File: config.mk
export PLATFORM = sky130hd
export DESIGN_NAME = lane_serial_eval
export DESIGN_NICKNAME = d
export VERILOG_FILES = /design/src/rtl/lane_serial_eval.sv
export SDC_FILE = /design/constraint.sdc
export NUM_CORES = 1
export LEC_CHECK = 0
export BUFFER_PORTS_ARGS = -buffer_cell sky130_fd_sc_hd__buf_2
export CELL_PAD_IN_SITES_DETAIL_PLACEMENT = 0
export CELL_PAD_IN_SITES_GLOBAL_PLACEMENT = 1
export CORE_UTILIZATION = 41
export CTS_BUF_LIST = sky130_fd_sc_hd__clkbuf_4 sky130_fd_sc_hd__clkbuf_8 sky130_fd_sc_hd__clkbuf_16
export DETAILED_ROUTE_END_ITERATION = 12
export PLACE_DENSITY = 0.79
export SLEW_MARGIN = 15
export SYNTH_ARGS = -nofsm -noshare
export SYNTH_HDL_FRONTEND = slang
export SYNTH_SLANG_ARGS = --single-unit
File: constraint.sdc
create_clock -name i_clk -period 6.8 [get_ports i_clk]
set_input_delay 0.68 -clock i_clk [delete_from_list [all_inputs] [get_ports i_clk]]
set_output_delay 0.68 -clock i_clk [all_outputs]
set_load 0.02 [all_outputs]
File: src/rtl/lane_serial_eval.sv
// Change-driven per-lane evaluator: one shared squarer, one lane per cycle.
// Ports: i_clk, i_rst (sync, active-high), i_x/i_valid/o_ready in,
//        o_y/o_valid/i_ready out, o_dirty (lanes re-evaluated), o_busy.
// Option: LANE_SERIAL_EVAL_FORCEALL_EN re-evaluates every lane on every accept.
module lane_serial_eval #(
  parameter int N_LANE = 5,
  parameter int W      = 8
) (
  input  logic                  i_clk,
  input  logic                  i_rst,
  input  logic [N_LANE*W-1:0]   i_x,
  input  logic                  i_valid,
  output logic                  o_ready,
  output logic [N_LANE*W-1:0]   o_y,
  output logic                  o_valid,
  input  logic                  i_ready,
  output logic [N_LANE-1:0]     o_dirty,
  output logic                  o_busy
);

  localparam logic [1:0] S_IDLE = 2'd0;
  localparam logic [1:0] S_EVAL = 2'd1;
  localparam logic [1:0] S_OUT  = 2'd2;

  localparam int IW = (N_LANE > 1) ? $clog2(N_LANE) : 1;

  logic [1:0]            state_q, state_d;
  logic [N_LANE*W-1:0]   snap_q, snap_d;
  logic [N_LANE*W-1:0]   y_q, y_d;
  logic [N_LANE-1:0]     pend_q, pend_d;
  logic [N_LANE-1:0]     dirty_q, dirty_d;
  logic                  valid_q, valid_d;

  logic [N_LANE-1:0]     k_mask;
  logic [N_LANE-1:0]     sel_oh;
  logic [IW-1:0]         sel_idx;
  logic [W-1:0]          sel_val;
  logic [2*W-1:0]        sq;

`ifdef LANE_SERIAL_EVAL_FORCEALL_EN
  assign k_mask = '1;
`else
  logic primed_q, primed_d;

  // Until the first accept, the snapshot is meaningless: evaluate everything.
  always_comb begin
    k_mask = '1;
    if (primed_q) begin
      for (int i = 0; i < N_LANE; i++) begin
        k_mask[i] = (i_x[i*W +: W] != snap_q[i*W +: W]);
      end
    end
  end
`endif

  // Lowest-index pending lane.
  assign sel_oh = pend_q & (~pend_q + N_LANE'(1));

  always_comb begin
    sel_idx = '0;
    for (int i = N_LANE - 1; i >= 0; i--) begin
      if (pend_q[i]) sel_idx = IW'(i);
    end
  end

  assign sel_val = snap_q[sel_idx*W +: W];
  assign sq      = {{W{1'b0}}, sel_val} * {{W{1'b0}}, sel_val};

  always_comb begin
    state_d = state_q;
    snap_d  = snap_q;
    y_d     = y_q;
    pend_d  = pend_q;
    dirty_d = dirty_q;
    valid_d = valid_q;
`ifndef LANE_SERIAL_EVAL_FORCEALL_EN
    primed_d = primed_q;
`endif
    case (state_q)
      S_IDLE: begin
        if (i_valid) begin
          snap_d  = i_x;
          pend_d  = k_mask;
          dirty_d = k_mask;
`ifndef LANE_SERIAL_EVAL_FORCEALL_EN
          primed_d = 1'b1;
`endif
          if (|k_mask) begin
            state_d = S_EVAL;
          end else begin
            state_d = S_OUT;
            valid_d = 1'b1;
          end
        end
      end
      S_EVAL: begin
        y_d[sel_idx*W +: W] = sq[W-1:0];
        pend_d = pend_q & ~sel_oh;
        if (pend_d == '0) begin
          state_d = S_OUT;
          valid_d = 1'b1;
        end
      end
      S_OUT: begin
        if (i_ready) begin
          valid_d = 1'b0;
          state_d = S_IDLE;
        end
      end
      default: begin
        state_d = S_IDLE;
        valid_d = 1'b0;
        pend_d  = '0;
      end
    endcase
  end

  always_ff @(posedge i_clk) begin
    if (i_rst) begin
      state_q <= S_IDLE;
      snap_q  <= '0;
      y_q     <= '0;
      pend_q  <= '0;
      dirty_q <= '0;
      valid_q <= 1'b0;
`ifndef LANE_SERIAL_EVAL_FORCEALL_EN
      primed_q <= 1'b0;
`endif
    end else begin
      state_q <= state_d;
      snap_q  <= snap_d;
      y_q     <= y_d;
      pend_q  <= pend_d;
      dirty_q <= dirty_d;
      valid_q <= valid_d;
`ifndef LANE_SERIAL_EVAL_FORCEALL_EN
      primed_q <= primed_d;
`endif
    end
  end

  assign o_ready = (state_q == S_IDLE) && !i_rst;
  assign o_busy  = (state_q != S_IDLE);
  assign o_y     = y_q;
  assign o_valid = valid_q;
  assign o_dirty = dirty_q;

endmodule

==> summary.txt <==
Clock tree
  – CTS H-tree depth: 3
  – CTS resizes: 0
  – Clk sinks: 89
  – Post-CTS setup buffers: 0
  – Worst-Skew Late Latency: 0.34 ns
  – Clk buf depth: 2
  – Clk slew on worst S/H paths: 0.07 ns
  – CTS tree: yes
  – Root Buffer: clkbuf_16
  – Cts bufs inserted: 9
  – Hold-fix buffer count after cts: 0

Power and ir drop
  – Power Total: 2470 uW
  – PD cells: 432 mW/mm^2
  – Peak supply drop: 0.000246 V
  – Leakage: 0.00230 uW

Critical path
  – RR Startpoint: pend_q[1]
  – CP arrival: 5.44 ns
  – Setup CP Type: register to register
  – Crit-path max FO: 16
  – Worst R2R End: o_y[39]
  – CP endpoint kind: register
  – Worst EP required: 6.97 ns
  – Reg2Reg Depth: 20
  – FF-to-FF setup slack: 1.53 ns
  – Critical path launch point type: register

STA
  – Final Hold Viols: 0
  – Setup-failing EPs final: 0
  – Layout Skew: 0.00794 ns
  – TNS Setup: 0 ns
  – RSZ-0062 raised after global routing: no
  – Final max-slew violation count: 0
  – Crit share post-route: 0.774
  – Worst-Margin Slew: 1.06 ns
  – Final Critical Period: 5.27 ns
  – Max Freq: 190 MHz
  – Max transition margin: 0.289

Synth
  – Cells after Synth: 619
  – Post-synthesis compound-gate area fraction: 0.142
  – Mean area per synthesized cell: 7.99 sq um
  – Seq/Total Area, Yosys: 0.360
  – Yosys warns: 0
  – Adder-Cell Fraction of Synth Area: 0.0744
  – Post-synth EDFFs: 0
  – Seq cells post-synth: 89
  – Share of flip-flops with an asynchronous set or reset: 0
  – Most used DFF post-synth: dfxtp_1
  – Mux cell area share after synthesis: 0.0248
  – Combinational family with the most area after synthesis: simple AND/OR/NAND/NOR gates
  – Post-Synth Simple-Gate Area: 0.245
  – Synth Cell Area: 0.00494 sq mm
  – Yosys cell types: 60
  – XOR/XNOR share of the synthesized area: 0.0883

Cells and area
  – Final nets: 751
  – Most frequent cells in the layout: nand2_1 (110), dfxtp_1 (89), buf_2 (86)
  – Share of post-route cells with drive strength above 1: 0.179
  – P&R area growth vs syn: 15.9%
  – Fillers: 1189
  – # diodes: 0
  – Most common cell after layout, fill and taps aside: nand2_1

Global routing
  – Gr busiest metal: met2
  – First-pass GRT wire length: 20900 microns
  – Tot GR Track Use: 0.212
  – Vias in the first global route: 4140
  – Global-route met2 utilization: 0.362
  – Initial antenna violation count: 0
  – Met1 GRT Util: 0.273
  – GR Util met3: 0.0441
  – Largest net degree at the start of global routing: 95
  – Global route overflow: 0

Floorplan
  – Row cnt: 39
  – Core ar.: 0.0116 sq mm
  – Die width: 112 microns
  – Initial Util: 0.427
  – # IOs: 92
  – Die area: 0.0125 sq mm
  – Die Y: 112 microns

Routing
  – Routed vias: 4330
  – Routed Antenna Nets: 0
  – Drt pass-1 iters: 11
  – WL/cell: 15.2 microns
  – Total Wirelength: 12700 microns
  – DR iter-0 viols: 284
  – Average via count per standard cell: 5.21
  – # DRC: 8

Place
  – Gp weighted congestion: 0.852
  – Port Buffers: 86
  – Dpl hpwl: 9490 microns

Min path
  – Hold Crit Endpoint: o_dirty[3]
  – Hold Crit Start: o_dirty[3]
  – Cells on Worst Hold Path: 2
  – Worst min path class: register to register

Run status
  – Status: finished with violations
  – Violated checks: design-rule violations

Flow run
  – Total of max-cap violations: 0
## layout make-up
type / instances / area, sq um / area share
multi-input combinational: 463 / 2890 / 0.504
tap: 143 / 179 / 0.0312
inverter: 30 / 113 / 0.0197
clock buffer: 10 / 239 / 0.0417
sequential: 89 / 1780 / 0.311
clock inverter: 6 / 67.6 / 0.0118
timing repair buffer: 90 / 460 / 0.0804
## logic make-up (layout without fill, tap and decap cells)
| kind of cell | after synthesis | count (layout) |
|---|---|---|
| simple gates | 259 | 259 |
| compound gates | 113 | 113 |
| flops | 89 | 89 |
| buf+inv | 72 | 136 |
| xor+xnor | 49 | 49 |
| fa+ha+maj | 24 | 24 |
| mux | 11 | 11 |
| other cells | 2 | 7 |
## sequential cells by signal (all words and copies together), names as in the netlist
register  cells
primed_q      1
o_valid       1
o_dirty       5
pend_q        5
o_y          35
snap_q       40
state_q       2
## synthesized netlist by cell type (2+ instances only)
cell type / instances / area (sq um)
nor4b_1: 2 / 17.5
a2bb2oi_1: 2 / 17.5
a211oi_1: 6 / 45.0
nand4_1: 9 / 56.3
and3_1: 4 / 25.0
nand3b_1: 3 / 22.5
inv_1: 28 / 105
buf_4: 5 / 37.5
dfxtp_1: 89 / 1780
nor3_1: 19 / 95.1
ha_1: 15 / 188
nor2_1: 54 / 203
nand2b_1: 12 / 75.1
or3_1: 5 / 31.3
nand3_1: 17 / 85.1
fa_1: 9 / 180
xor2_1: 2 / 17.5
a21o_1: 4 / 30.0
a21oi_1: 62 / 310
and2_1: 9 / 56.3
nor2b_1: 3 / 18.8
nand2_1: 110 / 413
a21boi_0: 2 / 15.0
o21ai_1: 4 / 20.0
o22ai_1: 2 / 12.5
conb_1: 2 / 7.51
inv_2: 2 / 7.51
o31ai_1: 2 / 15.0
xnor2_1: 46 / 403
buf_6: 2 / 22.5
or4b_1: 3 / 30.0
mux2i_1: 10 / 100
clkbuf_1: 26 / 97.6
buf_2: 7 / 35.0
o21ai_0: 6 / 30.0
or2_1: 2 / 12.5
a22oi_1: 11 / 82.6
## critical path, cell delays in order, from the launching register on
cell,delay [ns]
dfxtp_1,0.45
or2_1,0.37
nor2_2,0.34
inv_1,0.18
and3_1,0.19
o31ai_2,0.38
and2_1,0.19
ha_1,0.19
inv_1,0.07
fa_1,0.48
inv_1,0.04
ha_1,0.30
fa_1,0.53
inv_1,0.06
fa_1,0.47
inv_1,0.08
a21o_1,0.11
a21oi_1,0.07
xnor2_1,0.25
xnor2_2,0.19
o22ai_1,0.13
## power by group
part           internal, uW  total [uW]  switching (uW)  leakage (uW)
Combinational           479        1280             799       0.00142
Clock                   295         506             210      0.000145
Sequential              595         691            96.7      0.000726
## routing by layer
| metal | up-vias | part of all wire |
|---|---|---|
| met5 | - | 0 |
| met4 | 0 | 0.0073 |
| met3 | 8 | 0.048 |
| met1 | 2028 | 0.45 |
| li1 | 2192 | - |
| met2 | 102 | 0.49 |
## stage by stage
stage | worst slack, ns | instance area (sq um) | std cells | hold slack [ns] | util
2_1_floorplan | 2.09 | 4960 | 624 | 0.449 | -
3_3_place_gp | 1.71 | 5410 | 815 | 0.442 | 0.468
3_5_place_dp | 1.55 | 5410 | 815 | 0.446 | 0.468
4_1_cts | 1.52 | 5720 | 831 | 0.456 | 0.495
5_1_grt | 1.06 | 5730 | 831 | 0.486 | 0.495
6_report | 1.53 | 5730 | 831 | 0.452 | 0.495
## worst max path at each step
stage,from,endpoint,slack (ns),depth (start not counted)
4_1_cts,pend_q[1],o_y[39],1.52,21
3_5_place_dp,pend_q[1],o_y[39],1.55,21
5_1_grt,pend_q[1],o_y[7],1.06,20
2_1_floorplan,pend_q[0],o_y[7],2.09,22
3_3_place_gp,pend_q[1],o_y[39],1.71,21
6_report,pend_q[1],o_y[39],1.53,20
Note: power is estimated with default switching activity, not from simulation.
